`config.mk`:
```
export PLATFORM = sky130hd
export DESIGN_NAME = morra_match_controller
export DESIGN_NICKNAME = d
export VERILOG_FILES = /design/src/rtl/morra_pkg.sv /design/src/rtl/morra_move_collector.sv /design/src/rtl/morra_match_controller.sv
export SDC_FILE = /design/constraint.sdc
export NUM_CORES = 1
export LEC_CHECK = 0
export CAP_MARGIN = 20
export CORE_AREA = 3 3 75 63
export DETAILED_ROUTE_END_ITERATION = 6
export DIE_AREA = 0 0 78 66
export GPL_TIMING_DRIVEN = 1
export PLACE_DENSITY = 0.79
export SLEW_MARGIN = 20
export SYNTH_ARGS = -nofsm -noshare
export SYNTH_HDL_FRONTEND = slang
export SYNTH_HIERARCHICAL = 1
export SYNTH_SLANG_ARGS = --single-unit
```
`constraint.sdc`:
```
create_clock -name clk -period 2.4 [get_ports clk]
set_clock_uncertainty 0.2 [all_clocks]
set_input_delay 0.36 -clock clk [delete_from_list [all_inputs] [get_ports clk]]
set_output_delay 0.36 -clock clk [all_outputs]
set_load 0.05 [all_outputs]
```
`src/rtl/morra_pkg.sv`:
```
// Shared definitions for the MorraCinese match controller: move and result
// encodings, the controller state enum and small counter/decision helpers.
package morra_pkg;

    // Move encoding on the player and engine move buses.
    localparam logic [1:0] MOVE_NONE    = 2'b00;
    localparam logic [1:0] MOVE_SASSO   = 2'b01;
    localparam logic [1:0] MOVE_CARTA   = 2'b10;
    localparam logic [1:0] MOVE_FORBICE = 2'b11;

    // Result encoding shared by engine ROUND/GAME and match_winner.
    localparam logic [1:0] RES_NONE = 2'b00;
    localparam logic [1:0] RES_P1   = 2'b01;
    localparam logic [1:0] RES_P2   = 2'b10;
    localparam logic [1:0] RES_TIE  = 2'b11;

    typedef enum logic [2:0] {
        ST_IDLE    = 3'd0,
        ST_CONFIG  = 3'd1,
        ST_COLLECT = 3'd2,
        ST_ISSUE   = 3'd3,
        ST_RESULT  = 3'd4,
        ST_DONE    = 3'd5
    } state_t;

    // True for the three playable moves; 00 is never a legal move.
    function automatic logic is_move(input logic [1:0] mv);
        return (mv == MOVE_SASSO) || (mv == MOVE_CARTA) || (mv == MOVE_FORBICE);
    endfunction

    // 3-bit saturating increment for the game tallies.
    function automatic logic [2:0] sat_inc3(input logic [2:0] v);
        return (v == 3'd7) ? v : v + 3'd1;
    endfunction

    // Match winner from the two game tallies; equal tallies are a draw.
    function automatic logic [1:0] winner_of(input logic [2:0] a, input logic [2:0] b);
        logic [1:0] w;
        if (a > b) begin
            w = RES_P1;
        end else if (b > a) begin
            w = RES_P2;
        end else begin
            w = RES_TIE;
        end
        return w;
    endfunction

endpackage

```
`src/rtl/morra_move_collector.sv`:
```
// Per-player move latch: raises ready when armed, accepts one non-zero move
// over a valid/ready handshake and holds it until flushed or re-armed.
module morra_move_collector
    import morra_pkg::*;
(
    input  logic       clk,
    input  logic       rst_n,
    input  logic       arm,
    input  logic       flush,
    input  logic [1:0] move,
    input  logic       valid,
    output logic       ready,
    output logic       take,
    output logic       latched,
    output logic [1:0] move_q
);

    logic       ready_r;
    logic       latched_r;
    logic [1:0] move_r;
    logic       take_s;

    // A 00 move with valid high is simply ignored, leaving ready raised.
    assign take_s = ready_r & valid & is_move(move);

    // Handshake latch; flush wins over arm so leaving COLLECT always drops ready.
    always_ff @(posedge clk) begin
        if (!rst_n) begin
            ready_r   <= 1'b0;
            latched_r <= 1'b0;
            move_r    <= MOVE_NONE;
        end else if (flush) begin
            ready_r   <= 1'b0;
            latched_r <= 1'b0;
            move_r    <= MOVE_NONE;
        end else if (arm) begin
            ready_r   <= 1'b1;
            latched_r <= 1'b0;
            move_r    <= MOVE_NONE;
        end else if (take_s) begin
            ready_r   <= 1'b0;
            latched_r <= 1'b1;
            move_r    <= move;
        end else begin
            ready_r   <= ready_r;
            latched_r <= latched_r;
            move_r    <= move_r;
        end
    end

    assign ready   = ready_r;
    assign take    = take_s;
    assign latched = latched_r;
    assign move_q  = move_r;

endmodule

```
`src/rtl/morra_match_controller.sv`:
```
// Match sequencer for a single MorraCinese engine: configures each game,
// gathers both players' moves, presents them for one cycle, tallies game
// results and declares the match winner.
module morra_match_controller
    import morra_pkg::*;
#(
    parameter int GAMES_TO_WIN   = 2,
    parameter int MAX_GAMES      = 5,
    parameter int TIMEOUT_CYCLES = 16
) (
    input  logic       clk,
    input  logic       rst_n,
    input  logic       match_start,
    input  logic [3:0] cfg_rounds,
    input  logic [1:0] p1_move,
    input  logic       p1_valid,
    output logic       p1_ready,
    input  logic [1:0] p2_move,
    input  logic       p2_valid,
    output logic       p2_ready,
    output logic       eng_start,
    output logic [1:0] eng_p1,
    output logic [1:0] eng_p2,
    input  logic [1:0] eng_round,
    input  logic [1:0] eng_game,
    output logic       busy,
    output logic       match_done,
    output logic [1:0] match_winner,
    output logic [2:0] p1_games,
    output logic [2:0] p2_games,
    output logic [2:0] games_played,
    output logic       timeout_evt
);

    localparam int             TW       = $clog2(TIMEOUT_CYCLES) + 1;
    localparam logic [TW-1:0]  TO_LAST  = TW'(TIMEOUT_CYCLES - 1);
    localparam logic [2:0]     WIN_CNT  = 3'(GAMES_TO_WIN);
    localparam logic [2:0]     MAX_CNT  = 3'(MAX_GAMES);

    state_t          state_r;
    logic [3:0]      cfg_r;
    logic [TW-1:0]   timer_r;
    logic            eng_start_r;
    logic [1:0]      eng_p1_r;
    logic [1:0]      eng_p2_r;
    logic            busy_r;
    logic            match_done_r;
    logic [1:0]      match_winner_r;
    logic [2:0]      p1_games_r;
    logic [2:0]      p2_games_r;
    logic [2:0]      games_played_r;
    logic            timeout_evt_r;
    logic [1:0]      last_round_unused_r;

    logic            p1_take_s;
    logic            p2_take_s;
    logic            p1_latched_s;
    logic            p2_latched_s;
    logic [1:0]      p1_q_s;
    logic [1:0]      p2_q_s;
    logic [1:0]      p1_sel_s;
    logic [1:0]      p2_sel_s;
    logic            both_s;
    logic            timed_out_s;
    logic            restart_s;
    logic            arm_s;
    logic            flush_s;
    logic [2:0]      p1_games_nx_s;
    logic [2:0]      p2_games_nx_s;
    logic [2:0]      games_played_nx_s;
    logic            finish_s;

    morra_move_collector u_p1 (
        .clk     (clk),
        .rst_n   (rst_n),
        .arm     (arm_s),
        .flush   (flush_s),
        .move    (p1_move),
        .valid   (p1_valid),
        .ready   (p1_ready),
        .take    (p1_take_s),
        .latched (p1_latched_s),
        .move_q  (p1_q_s)
    );

    morra_move_collector u_p2 (
        .clk     (clk),
        .rst_n   (rst_n),
        .arm     (arm_s),
        .flush   (flush_s),
        .move    (p2_move),
        .valid   (p2_valid),
        .ready   (p2_ready),
        .take    (p2_take_s),
        .latched (p2_latched_s),
        .move_q  (p2_q_s)
    );

    // Move pair for ISSUE: a handshake completing this cycle is used directly so
    // the engine sees the pair one cycle after the last handshake; a player with
    // nothing latched contributes 00.
    assign p1_sel_s    = p1_take_s ? p1_move : p1_q_s;
    assign p2_sel_s    = p2_take_s ? p2_move : p2_q_s;
    assign both_s      = (p1_latched_s | p1_take_s) & (p2_latched_s | p2_take_s);
    assign timed_out_s = (timer_r == TO_LAST);

    // Tallies as they would stand after recording the engine's GAME result.
    assign p1_games_nx_s     = (eng_game == RES_P1) ? sat_inc3(p1_games_r) : p1_games_r;
    assign p2_games_nx_s     = (eng_game == RES_P2) ? sat_inc3(p2_games_r) : p2_games_r;
    assign games_played_nx_s = sat_inc3(games_played_r);
    assign finish_s          = (p1_games_nx_s == WIN_CNT) || (p2_games_nx_s == WIN_CNT) ||
                               (games_played_nx_s == MAX_CNT);

    // Decode start/abort requests and the collector arm/flush strobes from the state.
    always_comb begin
        restart_s = 1'b0;
        arm_s     = 1'b0;
        flush_s   = 1'b0;
        case (state_r)
            ST_IDLE, ST_DONE, ST_ISSUE: begin
                restart_s = match_start;
            end
            ST_CONFIG: begin
                arm_s = 1'b1;
            end
            ST_COLLECT: begin
                restart_s = match_start;
                flush_s   = match_start | both_s | timed_out_s;
            end
            ST_RESULT: begin
                restart_s = match_start;
                flush_s   = match_start;
                arm_s     = ~match_start & (eng_game == RES_NONE);
            end
            default: begin
                restart_s = 1'b0;
            end
        endcase
    end

    // Match FSM with registered engine, status and tally outputs.
    always_ff @(posedge clk) begin
        if (!rst_n) begin
            state_r             <= ST_IDLE;
            cfg_r               <= 4'd0;
            timer_r             <= '0;
            eng_start_r         <= 1'b0;
            eng_p1_r            <= MOVE_NONE;
            eng_p2_r            <= MOVE_NONE;
            busy_r              <= 1'b0;
            match_done_r        <= 1'b0;
            match_winner_r      <= RES_NONE;
            p1_games_r          <= 3'd0;
            p2_games_r          <= 3'd0;
            games_played_r      <= 3'd0;
            timeout_evt_r       <= 1'b0;
            last_round_unused_r <= RES_NONE;
        end else begin
            // Pulses and engine moves return to idle values unless a transition sets them.
            eng_start_r   <= 1'b0;
            eng_p1_r      <= MOVE_NONE;
            eng_p2_r      <= MOVE_NONE;
            timeout_evt_r <= 1'b0;
            if (restart_s) begin
                // Fresh match (or abort of the current one): nothing from the old game survives.
                state_r        <= ST_CONFIG;
                cfg_r          <= cfg_rounds;
                timer_r        <= '0;
                eng_start_r    <= 1'b1;
                eng_p1_r       <= cfg_rounds[3:2];
                eng_p2_r       <= cfg_rounds[1:0];
                busy_r         <= 1'b1;
                match_done_r   <= 1'b0;
                match_winner_r <= RES_NONE;
                p1_games_r     <= 3'd0;
                p2_games_r     <= 3'd0;
                games_played_r <= 3'd0;
            end else begin
                case (state_r)
                    ST_IDLE: begin
                        state_r <= ST_IDLE;
                    end
                    ST_CONFIG: begin
                        state_r <= ST_COLLECT;
                        timer_r <= '0;
                    end
                    ST_COLLECT: begin
                        if (both_s) begin
                            state_r  <= ST_ISSUE;
                            eng_p1_r <= p1_sel_s;
                            eng_p2_r <= p2_sel_s;
                        end else if (timed_out_s) begin
                            state_r       <= ST_ISSUE;
                            timeout_evt_r <= 1'b1;
                            eng_p1_r      <= p1_sel_s;
                            eng_p2_r      <= p2_sel_s;
                        end else begin
                            timer_r <= timer_r + TW'(1);
                        end
                    end
                    ST_ISSUE: begin
                        state_r <= ST_RESULT;
                    end
                    ST_RESULT: begin
                        last_round_unused_r <= eng_round;
                        if (eng_game == RES_NONE) begin
                            state_r <= ST_COLLECT;
                            timer_r <= '0;
                        end else begin
                            p1_games_r     <= p1_games_nx_s;
                            p2_games_r     <= p2_games_nx_s;
                            games_played_r <= games_played_nx_s;
                            if (finish_s) begin
                                state_r        <= ST_DONE;
                                busy_r         <= 1'b0;
                                match_done_r   <= 1'b1;
                                match_winner_r <= winner_of(p1_games_nx_s, p2_games_nx_s);
                            end else begin
                                state_r     <= ST_CONFIG;
                                eng_start_r <= 1'b1;
                                eng_p1_r    <= cfg_r[3:2];
                                eng_p2_r    <= cfg_r[1:0];
                            end
                        end
                    end
                    ST_DONE: begin
                        state_r <= ST_DONE;
                    end
                    default: begin
                        state_r <= ST_IDLE;
                    end
                endcase
            end
        end
    end

    assign eng_start    = eng_start_r;
    assign eng_p1       = eng_p1_r;
    assign eng_p2       = eng_p2_r;
    assign busy         = busy_r;
    assign match_done   = match_done_r;
    assign match_winner = match_winner_r;
    assign p1_games     = p1_games_r;
    assign p2_games     = p2_games_r;
    assign games_played = games_played_r;
    assign timeout_evt  = timeout_evt_r;

endmodule

```
==> impl_metrics.py <==
metrics = {
    "outcome": {
        "status": "finished, final reports clean",
    },
    "layout": {
        "final_net_count": 322,
        "stdcell_count": 354,
        "final_core_util_pct": 69.7,
        "area_growth_pct": 36.4,
        "antenna_cells": 0,
        "drive_gt1_share_pct": 22.2,
        "n_fill_cell": 337,
    },
    "worst_setup_path": {
        "cp_data_arrival_time_ns": 2.32,
        "slowest_delay_ns": 0.41,
        "crit_chain": "ha_1 > and3_1 > ha_1 > nand2b_1 > o21ai_0 > a21oi_2 > or3b_1 > o21ba_1",
        "crit_path_frequent_cell": "ha_1",
        "crit_type": "reg -> reg",
        "crit_slowest_cell": "or3b_1",
        "cp_max_fo": 6,
        "worstRegToRegCells": 8,
        "end_kind": "flip-flop",
        "required_ns": 2.44,
        "cp-start-kind": "flip-flop",
    },
    "clocking": {
        "clkTransAtPathRegs_ns": 0.08,
        "clock-sinks": 39,
        "cts_inserted_buffers": 5,
        "clockBufferDepth": 2,
        "worstSkewPairLatency_ns": 0.29,
        "clockRootBuffer": "clkbuf_8",
        "post_cts_buffers": 0,
        "cts_tree": "built",
        "cts-htree-levels": 2,
        "cts_resized": 0,
        "ctsHoldBuffers": 0,
    },
    "die": {
        "start_util_pct": 51.1,
        "rows": 21,
        "coreArea_mm2": 0.00410,
        "die_w_um": 78,
        "design.die.area_mm2": 0.00515,
        "pin_count": 38,
        "die_y_um": 66,
    },
    "pwr": {
        "peakVddDrop_mv": 0.269,
        "powerDensity_mw_per_mm2": 466,
        "leakage_uw": 0.00117,
    },
    "global_route": {
        "grt_max_degree": 15,
        "grt_pass1_vias": 1885,
        "grt_usage_pct": 20.0,
        "grt_pass1_wl_mm": 8.27,
        "gr-total-overflow": 0,
        "antenna_found_initial": 0,
    },
    "routing": {
        "ant_nets": 0,
        "drt_wl_total_mm": 4.81,
        "firstDrtPassIters": 4,
        "via_per_inst": 5.38,
        "wl_per_cell_um": 13.6,
        "drtIter0Drc": 98,
        "drc_errors": 0,
        "num_vias": 1903,
    },
    "sta": {
        "setup_viol": 0,
        "maxSlewViolCount": 0,
        "timing.fmax_mhz": 438,
        "fin_crit_ns": 2.28,
        "worstMarginPinSlew_ns": 0.529,
        "relSlewSlack_pct": 64.5,
        "rsz0062_at_grt": "no",
        "finalHoldViolCount": 0,
        "min_period_over_period_pct": 95.2,
    },
    "synth": {
        "synth.distinct_cells": 49,
        "synth_area_leaders": "dfxtp_1, ha_1, mux2i_1, a21oi_1, nor2_1",
        "synth-edff-count": 0,
        "synth_fp_nets": 254,
        "synth_cells": 228,
        "yosysTopAreaCellShare_pct": 37.3,
        "ys_async_sr_fraction_pct": 0,
        "avgSynthCellArea_um2": 9.19,
        "yosys.area.top_type": "dfxtp_1",
        "synth_flop_cell": "dfxtp_1",
        "syn_area_mm2": 0.00210,
        "yosysWarnings": 6,
        "ys_seq_elements": 39,
        "synth-seq-area-share_pct": 37.3,
    },
    "placed_design": {
        "dp_cells": 346,
        "portBuffers": 35,
        "hpwl_mm": 3.60,
        "gp_congestion": 0.875,
    },
    "worst_hold_path": {
        "min_path_cells": 2,
        "hold_class": "reg -> reg",
    },
    "run": {
        "maxCapViolations": 0,
    },
}
==> layout make-up <==
| class | instances | area [um2] | area share [%] |
|---|---|---|---|
| sequential | 39 | 786 | 27.5 |
| multi-input combinational | 177 | 1300 | 45.4 |
| timing repair buffer | 66 | 588 | 20.6 |
| inverter | 7 | 26.3 | 0.919 |
| clock buffer | 5 | 68.8 | 2.41 |
| clock inverter | 3 | 20.0 | 0.700 |
| tap | 57 | 71.3 | 2.49 |
==> cell families after synthesis <==
logic type,after synthesis,synth area share (%)
multiplexers,13,6.51
AND/OR/NAND/NOR,91,25.7
buffers and inverters,12,2.45
adder cells (fa/ha/maj),9,5.37
XOR/XNOR,9,3.76
flip-flops,39,37.3
AO/OA/AOI/OAI,55,18.9
==> flip-flops by register name, indices dropped and copies added, names as in the netlist, 3 cells and up, named ones only <==
name,cells
state_r,3
cfg_r,4
timer_r,5
p2_games,3
p1_games,3
==> final timing paths <==
check,startpoint,endpoint,slack (ns)
worst max-delay path,timer_r[0]$_SDFFE_PP0P_,u_p1/latched$_SDFFE_PP0P_,0.12
worst min-delay path,match_done$_SDFFE_PP0P_,match_done$_SDFFE_PP0P_,0.26
worst max register to register,timer_r[0]$_SDFFE_PP0P_,u_p1/latched$_SDFFE_PP0P_,0.12
worst min register to register,match_done$_SDFFE_PP0P_,match_done$_SDFFE_PP0P_,0.26
==> layer usage <==
metal	up-vias	part of all wire [%]	track usage [%]
met2	36	48	34.2
met3	6	4.1	4.63
met1	902	47	25.1
met5	-	0	0
li1	959	-	-
met4	0	1.0	6.55
==> report_power, final <==
| part | switching [uW] | total, uW | internal (uW) |
|---|---|---|---|
| logic | 113 | 215 | 102 |
| registers | 15.2 | 681 | 666 |
| clock network | 233 | 435 | 202 |
==> synthesized netlist by cell type (5+ instances only) <==
cell	n
a221o_1	5
a21oi_1	19
ha_1	9
mux2i_1	11
nand3_1	13
dfxtp_1	39
nand3b_1	7
nand2_1	16
o21ai_0	8
xnor2_1	5
nand2b_1	7
nor2_1	24
buf_2	5
inv_1	7
==> stage by stage <==
stage               setup TNS, ns  setup WS, ns  power, uW  hold slack, ns  area [um2]
floorplan                       0        0.0472        806           0.249        2100
global placement            -1.68        -0.169        899           0.235        2730
detailed placement          -2.27        -0.240        904           0.255        2730
CTS                             0        0.0421       1330           0.267        2820
global route                    0       0.00363       1390           0.302        2860
finish                          0         0.116       1330           0.259        2860
==> placed cells by master, fill, tap and decap left out, types with 2 or more instances in the layout <==
master / instances
o21ai_0: 8
nand3b_1: 7
nor3b_1: 3
dlymetal6s2s_1: 2
o2bb2ai_1: 4
a21oi_2: 2
inv_1: 7
clkinvlp_4: 2
nor3_1: 2
dfxtp_2: 4
nand2_1: 16
xor2_1: 4
and3_1: 2
dfxtp_1: 35
mux2i_1: 11
a221o_1: 5
nand3_1: 13
a21oi_1: 17
nand2b_1: 6
o21ba_1: 2
xnor2_1: 5
clkbuf_8: 5
nor2_1: 24
buf_4: 31
clkdlybuf4s50_1: 33
ha_1: 9
and4bb_2: 4
nand2b_4: 2
o211a_1: 3
==> critical path: cells and delay by family (launching register included) <==
| kind | cells | cell delay (ns) |
|---|---|---|
| AND/OR/NAND/NOR | 3 | 0.75 |
| AO/OA/AOI/OAI | 3 | 0.55 |
| adder cells (fa/ha/maj) | 2 | 0.40 |
| flip-flops | 1 | 0.34 |
(Power assumes the default switching activity.)
==> patch 1: new RTL, same flow settings <==
Change the parameter `TIMEOUT_CYCLES` from 16 to 32.
--- a/src/rtl/morra_match_controller.sv
+++ b/src/rtl/morra_match_controller.sv
@@ -7,5 +7,5 @@
     parameter int GAMES_TO_WIN   = 2,
     parameter int MAX_GAMES      = 5,
-    parameter int TIMEOUT_CYCLES = 16
+    parameter int TIMEOUT_CYCLES = 32
 ) (
     input  logic       clk,
Formal check against the unedited RTL: no difference found for any inputs over 10 cycles, from zero or initial values and one cycle with rst_n low; that may be too few to reach the edited logic, so the function may still have changed.
==> patch 1 against the original RTL <==
- total power up 11%
- utilization grew 2.5 points
- first-iteration DRC count is 23% higher
- maximum frequency about the same
- die area stayed put
- sequential cell count grew 1
- largest power group unchanged
- worst setup slack worse by 0.0014 ns
- sequential share of layout area down 0.077 points
- global-route usage is 0.55 points higher
- final area rose by 3.6%
- routed wire length is 6.8% higher
- area after synthesis decreased by 0.66%
==> patch 1: results (changes against the original RTL) <==
- Regs by FF count: timer_r x6, cfg_r x4
- Synth area leaders: dfxtp_1 (38%), ha_1 (4.8%), a21oi_1 (4.3%)
- Yosys warns: 6 (unchanged)
- First-pass GRT wire length: 8350 um (+1.0%)
- Static Leak: 0.00117 uW (about the same)
- Commonest cells in the netlist: dfxtp_1 (40), a21oi_1 (18), nor2_1 (18)
- Filler Cells Inserted: 334 (-0.89%)
- Layout cells sized above 1: 0.244 (+0.0221)
- Switching share of power: 0.248 (-0.0237)
- Slew headroom: 0.593 (-0.0518)
- Vias: 2020 (+6.1%)
- GRT Overall Usage: 0.206 (+0.00551)
- Worst VDD drop: 346 uV (+28%)
- M1 wire length: 2570 um (+13%)
- Syn_nets: 257 (+1.2%)
- CP Max Fanout: 4 (-2)
- Iter 0 DRT Violations: 121 (+23%)
- Sequential cell area fraction in the yosys report: 0.385 (+0.0121)
- GRT met3 Usage: 0.0490 (+0.00272)
- Max incr delay on CP: 0.54 ns (+0.13 ns)
- Post-Layout Cell Count: 364 (+2.8%)
- Post-DP HPWL: 3720 um (+3.4%)
- GPL Wtd Cong: 0.833 (-4.8%)
- GRT met1 Usage: 0.279 (+0.0274)
- Largest net degree at the start of global routing: 16 (+1)
- Nets@finish: 331 (+2.8%)
- CTS Buf Count: 5 (unchanged)
- Met2 routed WL: 2240 um (-2.2%)
- Status: complete, no violations
- Clk. pwr: 562 uW (+29%)
- Antenna Cells: 0 (unchanged)
- Comb. pwr: 225 uW (+5%)
- Met2 Use GR: 0.314 (-0.0278)
- Slowest CP cell: clkdlybuf4s50_1
- Mapped Cells: 232 (+1.8%)
- Post-cts repair resize count: 2 (+2)
- Critical path arrival: 2.27 ns (-0.05 ns)
- Synth unique cells: 54 (+10%)
- Detailed Route WL: 5140 um (+6.8%)
- Routed met3 length: 234 um (+19%)
- Number of global-route vias before repair: 1878 (-0.37%)
[patch 1: changes by cell type in the layout (fill, tap and decap cells not counted), sizes merged, moves of 3 or more]
cell	change
clkbuf	+3
nand3	-4
mux2i	-5
nor2	-6
buf	+7
or3	+4
nor4	+4
[patch 1: metrics by stage]
| stage | hold WS (ns) | setup slack (ns) | cell area [um^2] | total power, uW |
|---|---|---|---|---|
| final | 0.263 | 0.115 | 2960 | 1480 |
| after global placement | 0.234 | -0.225 | 2770 | 923 |
| after global routing | 0.287 | -0.00538 | 2960 | 1540 |
| after CTS | 0.263 | 0.0101 | 2910 | 1480 |
| after detailed placement | 0.245 | -0.262 | 2770 | 925 |
| after floorplan | 0.226 | 0.00930 | 2090 | 822 |
[patch 1: cells by family (layout without fill, tap and decap cells)]
group                      after synthesis  count (layout)  synth area share
AOI/OAI and AO/OA                       64              64             0.215
xor gates and xnor gates                 5               5            0.0210
adders and majority gates                8               8            0.0481
buffers and inverters                   11              86            0.0240
DFF                                     40              40             0.385
muxes                                    8               8            0.0397
and+or+nand+nor                         96              96             0.267
[patch 1: layout make-up]
class / count / share of cell area
Timing Repair Buffer: 73 / 0.215
Clock buffer: 8 / 0.0410
Tap cell: 57 / 0.0241
Multi-Input combinational cell: 181 / 0.440
Sequential cell: 40 / 0.274
Inverter: 5 / 0.00633
[patch 1: path summary, 6_finish.rpt]
check	start	cells past startpoint	end	slack (ns)
max	eng_game[0]	9	match_winner[0]$_SDFFE_PP0P_	0.11
min	cfg_r[0]$_SDFFE_PN0P_	1	cfg_r[0]$_SDFFE_PN0P_	0.26
max reg2reg	p2_games[0]$_SDFFE_PP0P_	9	match_winner[0]$_SDFFE_PP0P_	0.11
min reg2reg	cfg_r[0]$_SDFFE_PN0P_	1	cfg_r[0]$_SDFFE_PN0P_	0.26
==> patch 2: new RTL, same settings <==
Made on the original files. Encoding of `state_t`: now one-hot (6 bits for 6 states).
--- a/src/rtl/morra_pkg.sv
+++ b/src/rtl/morra_pkg.sv
@@ -15,11 +15,11 @@
     localparam logic [1:0] RES_TIE  = 2'b11;
 
-    typedef enum logic [2:0] {
-        ST_IDLE    = 3'd0,
-        ST_CONFIG  = 3'd1,
-        ST_COLLECT = 3'd2,
-        ST_ISSUE   = 3'd3,
-        ST_RESULT  = 3'd4,
-        ST_DONE    = 3'd5
+    typedef enum logic [5:0] {
+        ST_IDLE    = 6'b000001,
+        ST_CONFIG  = 6'b000010,
+        ST_COLLECT = 6'b000100,
+        ST_ISSUE   = 6'b001000,
+        ST_RESULT  = 6'b010000,
+        ST_DONE    = 6'b100000
     } state_t;
 
Check against the original RTL: same outputs for any inputs over 10 cycles, from zero or initial values and one cycle with rst_n low; not proved beyond that.
==> patch 2 against the original RTL <==
- the run now ends with negative setup slack left
- count of clock-buffer cells in the layout unchanged
- utilization is 8.4 points higher
- sequential cell count up 3
- worst setup slack got worse by 0.12 ns
- worst hold slack worse by 0.0065 ns
- final area is 12% higher
- routed wire length grew 9.0%
- area after synthesis is 5.3% higher
- total power increased by 19%
- combinational power fell by 6%
==> patch 2: results (changes against the original RTL) <==
- Status: finished, violations left
- Failing checks: negative setup slack
- Iter 0 DRT Violations: 143 (+46%)
- Largest net degree at the start of global routing: 17 (+2)
- Clock Power Share: 0.419 (+0.092)
- Post-DP HPWL: 3800 um (+5.7%)
- Detailed Route WL: 5250 um (+9.0%)
- Clk cell area share: 0.0414 (+0.0104)
- Sequential cell area fraction in the yosys report: 0.381 (+0.00842)
- Layout cells sized above 1: 0.280 (+0.0573)
- Worst r2r dst: match_winner[0]$_SDFFE_PP0P_
- Multiplexer share of the synthesized area: 0.0595 (-0.00555)
- Multi-input gates: 183 (+3.4%)
- Hold WS: 0.252 ns (-0.00653 ns)
- CP Max Fanout: 3 (-3)
- Commonest cells in the netlist: dfxtp_1 (42), nor2_1 (24), nand2_1 (18)
- Post-Layout Cell Count: 379 (+7.1%)
- Non-clock buffering overhead: 0.223 (+0.0174)
- Worst VDD drop: 384 uV (+43%)
- Clk. pwr: 662 uW (+52%)
- Max incr delay on CP: 0.37 ns (-0.04 ns)
- Multi-input combinational area share: 0.437 (-0.0174)
- Filler Cells Inserted: 271 (-20%)
- Setup violators final: 1 (+1)
- R2r setup slk: -0.001 ns (-0.12 ns)
- Regs by FF count: state_r x6, timer_r x5, cfg_r x4
- Crit path from: p2_games[0]$_SDFFE_PP0P_
- Setup WS post-layout: -0.000990 ns (-0.117 ns)
- Slew at the pin closest to its max-slew limit: 0.501 ns (-0.0277 ns)
- Post-Synth XOR/XNOR Area: 0.0317 (-0.00587)
- Cell Area, Synth: 0.00221 mm^2 (+5.3%)
- Crit. path cell count: 11 (+3)
- Synth Area in Adders: 0.0510 (-0.00271)
- Static Leak: 0.00130 uW (+11%)
- Logic gate share of total power: 0.128 (-0.034)
- Number of global-route vias before repair: 1889 (+0.21%)
- Synthesized area per cell: 9.23 um^2 (+0.47%)
- Synth unique cells: 52 (+6.1%)
- GRT Overall Usage: 0.212 (+0.0111)
- Critical path arrival: 2.43 ns (+0.11 ns)
- Post-cts repair resize count: 5 (+5)
- Complex-gate fraction of the synthesized area: 0.179 (-0.0107)
- DP Area: 0.00293 mm^2 (+7.2%)
- Non-clock buffer total of the final layout: 82 (+24%)
- Slowest CP cell: dfxtp_4
- GPL Wtd Cong: 0.896 (+2.4%)
- Nets@finish: 347 (+7.8%)
- Placed cell count: 361 (+4.3%)
- Vias: 2029 (+6.6%)
- R2R depth: 11 (+3)
- First-pass GRT wire length: 8490 um (+2.7%)
- Cell Int Power: 1220 uW (+26%)
- Syn_nets: 265 (+4.3%)
## patch 2: cell count changes after synthesis, sizes merged, moves of 4 or more
cell    change
nand4b      +4
nor2b       +9
a21oi       -8
a221o       -5
nand3       -5
o21ai       +4
a32oi       +4
## patch 2: worst reg2reg max path: stages, from the launching register on
cell,delay [ns]
dfxtp_4,0.37
ha_4,0.15
nand2_4,0.06
a21bo_1,0.22
nand2_2,0.08
ha_1,0.24
nor2b_4,0.13
o21ai_2,0.13
nand2b_1,0.10
and2_4,0.15
or3_1,0.34
a31oi_1,0.16
## patch 2: per-layer routing
metal	global-route usage	share of wire	vias up	wire length, um
met3	0.0559	0.041	4	214
met5	0	0	-	0
met4	0.0655	0.0074	0	39
met1	0.268	0.47	954	2480
met2	0.354	0.48	36	2510
li1	-	-	1035	-
## patch 2: stage by stage
step	util	setup slack, ns
global route	0.781	-0.0681
finish	0.781	-0.000990
global placement	0.715	-0.389
CTS	0.750	0.000815
detailed placement	0.715	-0.436
floorplan	-	0.00458
